===== config.mk =====
export PLATFORM = sky130hd
export DESIGN_NAME = sextium_ram_avalon_pipe
export DESIGN_NICKNAME = d
export VERILOG_FILES = /design/src/rtl/sextium_ram_avalon_pipe.sv
export SDC_FILE = /design/constraint.sdc
export NUM_CORES = 1
export LEC_CHECK = 0
export CAP_MARGIN = 40
export CORE_UTILIZATION = 20
export CTS_CLUSTER_DIAMETER = 150
export DETAILED_ROUTE_END_ITERATION = 12
export GPL_TIMING_DRIVEN = 0
export PLACE_DENSITY_LB_ADDON = 0.3
export SKIP_CTS_REPAIR_TIMING = 1
export SLEW_MARGIN = 20
export SYNTH_ARGS = -nofsm -noshare
export SYNTH_HDL_FRONTEND = slang
export SYNTH_SLANG_ARGS = --single-unit

===== constraint.sdc =====
create_clock -name clk -period 1.5 [get_ports clk]
set_input_delay 0.225 -clock clk [delete_from_list [all_inputs] [get_ports clk]]
set_output_delay 0.225 -clock clk [all_outputs]
set_load 0.03 [all_outputs]

===== src/rtl/sextium_ram_avalon_pipe.sv =====
// Avalon-MM slave bridge onto a synchronous single-port RAM macro
// (altsyncram-style byteena/clocken/wren/rden). Reads are pipelined and
// qualified by readdatavalid; reset_req drains outstanding reads and then
// holds the RAM clock enable low until the request is withdrawn.
//
// MEM_LATENCY must be 1 or 2; DATA_W must be a multiple of 8.
module sextium_ram_avalon_pipe #(
    parameter int unsigned DATA_W      = 16,
    parameter int unsigned ADDR_W      = 16,
    parameter int unsigned MEM_LATENCY = 1,
    parameter int unsigned OUT_REG     = 0
) (
    input  logic                  clk,
    input  logic                  reset,
    input  logic                  clken,
    input  logic                  reset_req,
    input  logic [ADDR_W-1:0]     address,
    input  logic [DATA_W/8-1:0]   byteenable,
    input  logic                  chipselect,
    input  logic                  read,
    input  logic                  write,
    input  logic [DATA_W-1:0]     writedata,
    output logic [DATA_W-1:0]     readdata,
    output logic                  readdatavalid,
    output logic                  waitrequest,
    output logic [ADDR_W-1:0]     mem_address,
    output logic [DATA_W/8-1:0]   mem_byteena,
    output logic                  mem_clock,
    output logic                  mem_clocken,
    output logic [DATA_W-1:0]     mem_data,
    input  logic [DATA_W-1:0]     mem_q,
    output logic                  mem_wren,
    output logic                  mem_rden
);

    localparam int unsigned LAT   = MEM_LATENCY + OUT_REG;
    localparam int unsigned CNT_W = $clog2(LAT + 1);

    typedef enum logic [1:0] {
        ST_RUN   = 2'd0,
        ST_DRAIN = 2'd1,
        ST_HOLD  = 2'd2
    } state_t;

    state_t           r_state;
    state_t           w_state_nxt;
    logic [LAT-1:0]   r_valid;
    logic [CNT_W-1:0] w_outstanding;
    logic             w_wait;
    logic             w_clocken;
    logic             w_accept;
    logic             w_wr;
    logic             w_rd;

    // Number of reads still travelling through the valid pipeline
    always_comb begin
        w_outstanding = '0;
        for (int unsigned i = 0; i < LAT; i++) begin
            w_outstanding = w_outstanding + CNT_W'(r_valid[i]);
        end
    end

    // Next-state and back-pressure / RAM clock-enable decode
    always_comb begin
        w_state_nxt = r_state;
        w_wait      = 1'b1;
        w_clocken   = clken;
        case (r_state)
            ST_RUN: begin
                w_wait = ~clken;
                if (clken && reset_req) begin
                    w_state_nxt = ST_DRAIN;
                end
            end
            ST_DRAIN: begin
                // Withdrawal of the request wins over an empty pipeline
                if (clken) begin
                    if (!reset_req) begin
                        w_state_nxt = ST_RUN;
                    end else if (w_outstanding == '0) begin
                        w_state_nxt = ST_HOLD;
                    end
                end
            end
            ST_HOLD: begin
                w_clocken = 1'b0;
                if (clken && !reset_req) begin
                    w_state_nxt = ST_RUN;
                end
            end
            default: begin
                w_state_nxt = ST_RUN;
            end
        endcase
        if (reset) begin
            w_wait = 1'b1;
        end
    end

    // FSM state register
    always_ff @(posedge clk or posedge reset) begin
        if (reset) begin
            r_state <= ST_RUN;
        end else if (clken) begin
            r_state <= w_state_nxt;
        end
    end

    // Transfer acceptance; a simultaneous read+write is treated as a write only
    assign w_accept = chipselect & ~w_wait;
    assign w_wr     = w_accept & write;
    assign w_rd     = w_accept & read & ~write;

    // Valid pipeline: one bit per accepted read, frozen while clken is low
    always_ff @(posedge clk or posedge reset) begin
        if (reset) begin
            r_valid <= '0;
        end else if (clken) begin
            r_valid <= (r_valid << 1) | LAT'(w_rd);
        end
    end

    // Read data path: optional bridge-side register after the RAM output
    generate
        if (OUT_REG != 0) begin : g_out_reg
            logic [DATA_W-1:0] r_readdata;
            logic              w_mem_vld;

            assign w_mem_vld = r_valid[MEM_LATENCY-1];

            // Capture RAM data as the read leaves the RAM pipeline
            always_ff @(posedge clk or posedge reset) begin
                if (reset) begin
                    r_readdata <= '0;
                end else if (clken && w_mem_vld) begin
                    r_readdata <= mem_q;
                end
            end

            assign readdata = r_readdata;
        end else begin : g_no_out_reg
            assign readdata = reset ? '0 : mem_q;
        end
    endgenerate

    assign readdatavalid = clken & r_valid[LAT-1];
    assign waitrequest   = w_wait;

    // RAM side: address/data/byte enables pass straight through
    assign mem_clock   = clk;
    assign mem_clocken = w_clocken;
    assign mem_address = address;
    assign mem_byteena = byteenable;
    assign mem_data    = writedata;
    assign mem_wren    = w_wr;
    assign mem_rden    = w_rd;

endmodule


==> results of run 1 <==
Yosys cell counts:
master | number | share of area (%)
inv_1 | 5 | 3.4
o21ai_0 | 2 | 1.8
nor4b_2 | 1 | 2.7
and3_2 | 1 | 1.4
and4b_1 | 1 | 1.8
and2b_1 | 5 | 6.8
a21o_1 | 1 | 1.4
o2111ai_1 | 1 | 1.6
and2_2 | 1 | 1.4
dfrtp_1 | 3 | 14
buf_4 | 35 | 47
a21oi_1 | 2 | 1.8
nand4_1 | 1 | 1.1
clkbuf_1 | 1 | 0.68
nor2b_1 | 12 | 14
kinds of logic (layout without fill, tap and decap cells):
kind of cell,after synthesis,after routing
AND/OR/NAND/NOR,22,22
buffers and inverters,41,128
AO/OA/AOI/OAI,6,6
flip-flops,3,3
final cells by class:
cell class              instances  area [µm²]  share of cell area, %
plain buffers                  36         268                   18.2
clock buffers                   8        53.8                   3.65
flip-flops and latches          3        75.1                   5.09
well taps                      30        37.5                   2.55
repair buffers                 79         817                   55.4
inverters                       5        18.8                   1.27
multi-input cells              28         204                   13.8
worst max-delay path by stage:
stage                from  endpoint  slack (ns)  cells past startpoint
3_3_place_gp        reset  mem_rden       -0.80                      4
5_1_grt        r_state[1]  mem_rden       -0.32                      3
6_report       r_state[1]  mem_rden       -0.26                      3
4_1_cts        r_state[1]  mem_rden       -0.84                      3
3_5_place_dp        reset  mem_rden       -0.83                      4
2_1_floorplan  r_state[1]  mem_rden        0.17                      2
worst max-delay path, stage by stage (launching register included):
cell	delay, ns
dfrtp_1	0.41
nor4b_4	0.31
and4b_1	0.27
clkbuf_4	0.20
flip-flops by register name (all words and copies together) (netlist names):
signal / flops
r_valid: 1
r_state: 2
metal layers:
metal	share of wire (%)	global-route usage (%)
met5	0	0
met2	58	20.1
met1	28	8.65
met4	1.4	12.0
met3	12	3.61
metrics by stage:
step	utilization (%)	power [µW]	TNS, ns	instances
final	57.9	992	-0.549	189
after global routing	57.9	1060	-0.803	189
after CTS	55.9	1020	-11.85	187
after detailed placement	54.0	753	-11.59	180
after global placement	54.0	744	-11.23	180
after floorplan	-	485	0	72
power breakdown:
part	internal (µW)	total [µW]	switching, µW
clock network	238	378	140
registers	92.0	104	12.5
logic	265	510	245
total	595	992	397
==> results.cfg, run 1 <==
[place]
dpl-instance-area_um2 = 1370
place.gp.congestion = 0.604
io_buffers = 78
hpwl_um = 1670
detailedPlace.worstSlack_ns = -0.833

[yosys]
yosys-mux-area-fraction_pct = 0
synth_cells = 72
mappedNetlistArea_um2 = 556
ys_types = 15
yosys.area_share.simple_pct = 28.6
synth_top_family_by_area = buffers and inverters
syn-num-nets = 129
yosysWarnings = 0
synth.ff_latch_count = 3
seq_area_frac_synth_pct = 13.5
synth-xor-area-share_pct = 0
synth_compound_area_share_pct = 6.53
syn_avg_cell_area_um2 = 7.72
synthAdderAreaFrac_pct = 0

[layout]
antennaDiodeCount = 0
fill_cells = 245
final_cell_mix = clkdlybuf4s50_1 (55), buf_4 (39), dlymetal6s2s_1 (17)
final_common_cell = clkdlybuf4s50_1
layout-drive-gt1-share_pct = 34.0
fin_area_um2 = 1470
area_growth_pct = 165
nets = 217

[routing]
vias = 745
via_per_inst = 3.94
wl_per_cell_um = 10.7
drt-initial-drc-count = 0
drc = 0
first_pass_iters = 1
routed_wl_um = 2020
ant_nets = 0

[worst_setup_path]
required_ns = 1.27
start_kind = flop
worstReg2RegStart = r_state[1]
r2r-end = r_valid
crit_path_end_kind = output pin
arrival_ns = 1.54
reg2regPathDepth = 3
rrSetupSlack_ns = 0.36
critPathMaxFanout = 3
critPathKind = flop to output pin

[timing]
worst_hold_slack_ns = 0.123
layout_min_cycle_time_ns = 1.76
min_period_over_period_pct = 118
worst_slew_pin_slew_ns = 0.343
finalSetupViolCount = 3
fin_worst_skew_ns = 0.000151
slew_headroom_pct = 77.1
setup_slack_ns = -0.264
finalMaxSlewViolations = 0
hold_viol_final = 0
max_freq_ghz = 0.567
rsz0062_at_grt = true

[floorplanning]
core-area_um2 = 2540
dieArea_um2 = 2990
rows = 18
pin_count = 113
fp.dieW_um = 54.7
initial_core_util_pct = 21.8
die_h_um = 54.7

[global_routing]
grt_pass1_vias = 579
antenna_found_initial = 0
grt_max_degree = 11
overflow = 0
grtUsageTotal_pct = 11.1
grt_pass1_wl_um = 2210

[run_status]
violations = negative setup slack
outcome = finished with violations

[hold_path]
holdCritPathClass = input pin to async pin

[clock_tree]
cts_tree = done
clkTransAtPathRegs_ns = 0.04
clock_latency_ns = 0.35

[pwr]
p_per_area_nw_per_um2 = 673
p_leak_uw = 0.000904
irDropWorstVdd_uv = 710

[job]
maxCapViolations = 0
Power figures use the tool's default switching activity.
==> run 2: changes to the inputs <==
--- a/config.mk
+++ b/config.mk
@@ -6,6 +6,7 @@
 export NUM_CORES = 1
 export LEC_CHECK = 0
 export CAP_MARGIN = 40
+export CORE_ASPECT_RATIO = 1.5
 export CORE_UTILIZATION = 20
 export CTS_CLUSTER_DIAMETER = 150
 export DETAILED_ROUTE_END_ITERATION = 12
==> run 2 against run 1 <==
Sequential share of layout area decreased by 0.16 points. Clock power rose by 49%. Clock skew is 0.0014 ns higher. Power is 18% higher. Sequential power about the same. Routed wire length increased by 15%. Flip-flop and latch count unchanged. The run still ends with negative setup slack left. Maximum frequency is 0.63% lower. Largest cell class unchanged. Non-clock buffer count fell by 1. Core utilization decreased by 0.50 points. Final cell count grew 3.2%. Critical path depth stayed put.
==> results.cfg, run 2 (same netlist as run 1, synthesis figures left out) <==
[layout]
fill_cells = 251
layout-drive-gt1-share_pct = 32.9
nets = 216
area_growth_pct = 174
largest_reg_flops = 2
antennaDiodeCount = 0
regMostFlops = r_state
multi_input_area_um2 = 204
final_cell_mix = clkdlybuf4s50_1 (54), buf_4 (37), dlymetal6s2s_1 (19)
final_common_cell = clkdlybuf4s50_1
regArea_um2 = 75.1
largestRegisters = r_state: 2 flops, r_valid: 1 flops

[timing]
layout_min_cycle_time_ns = 1.78
finalSetupViolCount = 3
worst_hold_slack_ns = 0.177
fin_worst_skew_ns = 0.00158
rsz0062_at_grt = true
slew_headroom_pct = 75.7
worst_slew_pin_slew_ns = 0.364
finalMaxSlewViolations = 0
setup_slack_ns = -0.276
min_period_over_period_pct = 118
max_freq_ghz = 0.563
hold_viol_final = 0

[place]
io_buffers = 78
detailedPlace.worstSlack_ns = -0.854
place.gp.congestion = 0.637
hpwl_um = 1950

[global_routing]
antenna_found_initial = 0
grt_pass1_vias = 711
grtUsageTotal_pct = 14.2
grt_pass1_wl_um = 2950
overflow = 0
grt_max_degree = 11

[worst_setup_path]
path_cells = nor4b_4 > and4b_1 > clkbuf_4
required_ns = 1.27
critPathTopFamily = simple AND/OR/NAND/NOR gates
start_kind = flop
crit_path_end_kind = output pin
crit_slowest_cell = dfrtp_1
critPathMaxFanout = 3
max_stage_delay_ns = 0.40
arrival_ns = 1.55
critPathKind = flop to output pin
cp_num_buf_inv = 1

[floorplanning]
die_h_um = 66.6
core-area_um2 = 2650
pin_count = 113
rows = 23
initial_core_util_pct = 21.0
fp.dieW_um = 45.0
dieArea_um2 = 3000

[clock_tree]
clkTransAtPathRegs_ns = 0.03
clock_latency_ns = 0.32
cts_tree = done

[routing]
drt-initial-drc-count = 5
vias = 785
via_per_inst = 4.03
ant_nets = 0
wl_per_cell_um = 11.9
drc = 0
routed_wl_um = 2320
first_pass_iters = 4

[run_status]
outcome = finished with violations
violations = negative setup slack

[pwr]
p_per_area_nw_per_um2 = 773
p_leak_uw = 0.000941
irDropWorstVdd_uv = 869

[hold_path]
holdCritPathClass = input pin to async pin

[job]
maxCapViolations = 0
## run 2: per-stage QoR
stage	area, µm²	util (%)	setup TNS (ns)	total power [µW]	cells
floorplan	556	-	0	485	72
global placement	1380	52.2	-12.29	745	187
detailed placement	1380	52.2	-12.69	756	187
CTS	1470	55.5	-12.84	1210	194
global route	1520	57.4	-0.721	1230	195
finish	1520	57.4	-0.521	1170	195
## run 2: path summary, 6_finish.rpt
kind                            start          to  slack (ns)  cells past startpoint
max in group asynchronous       reset  r_state[1]        1.19                      3
hold reg to reg               r_valid     r_valid        0.53                      1
setup / recovery           r_state[0]    mem_rden       -0.28                      3
hold / removal                  reset  r_state[0]        0.18                      3
setup reg to reg           r_state[0]     r_valid        0.32                      3
min in group clk                clken  r_state[0]        0.29                      2
## run 2: power by group
group | internal (µW) | switching (µW) | total [µW] | leakage, µW
Sequential | 92.2 | 12.7 | 105 | 0.0000399
Clock | 401 | 165 | 565 | 0.0000533
Combinational | 258 | 247 | 505 | 0.000847
## run 2: worst register-to-register path, stage by stage, from the launching register on
cell,delay (ns)
dfrtp_1,0.40
nor4b_4,0.33
and4b_1,0.29
a21o_1,0.10
## run 2: per-layer routing
| metal | track usage (%) | vias to the layer above | wire (µm) |
|---|---|---|---|
| met5 | 0 | - | 0 |
| met4 | 10.2 | 0 | 30 |
| met3 | 7.86 | 3 | 345 |
| met2 | 25.2 | 76 | 1240 |
| met1 | 10.9 | 342 | 704 |
| li1 | - | 364 | - |
## run 2: final cells by class
| type | count | area share [%] |
|---|---|---|
| flip-flops and latches | 3 | 4.94 |
| well taps | 37 | 3.05 |
| plain buffers | 36 | 17.6 |
| repair buffers | 78 | 53.7 |
| clock buffers | 8 | 6.01 |
| inverters | 5 | 1.23 |
| multi-input cells | 28 | 13.4 |
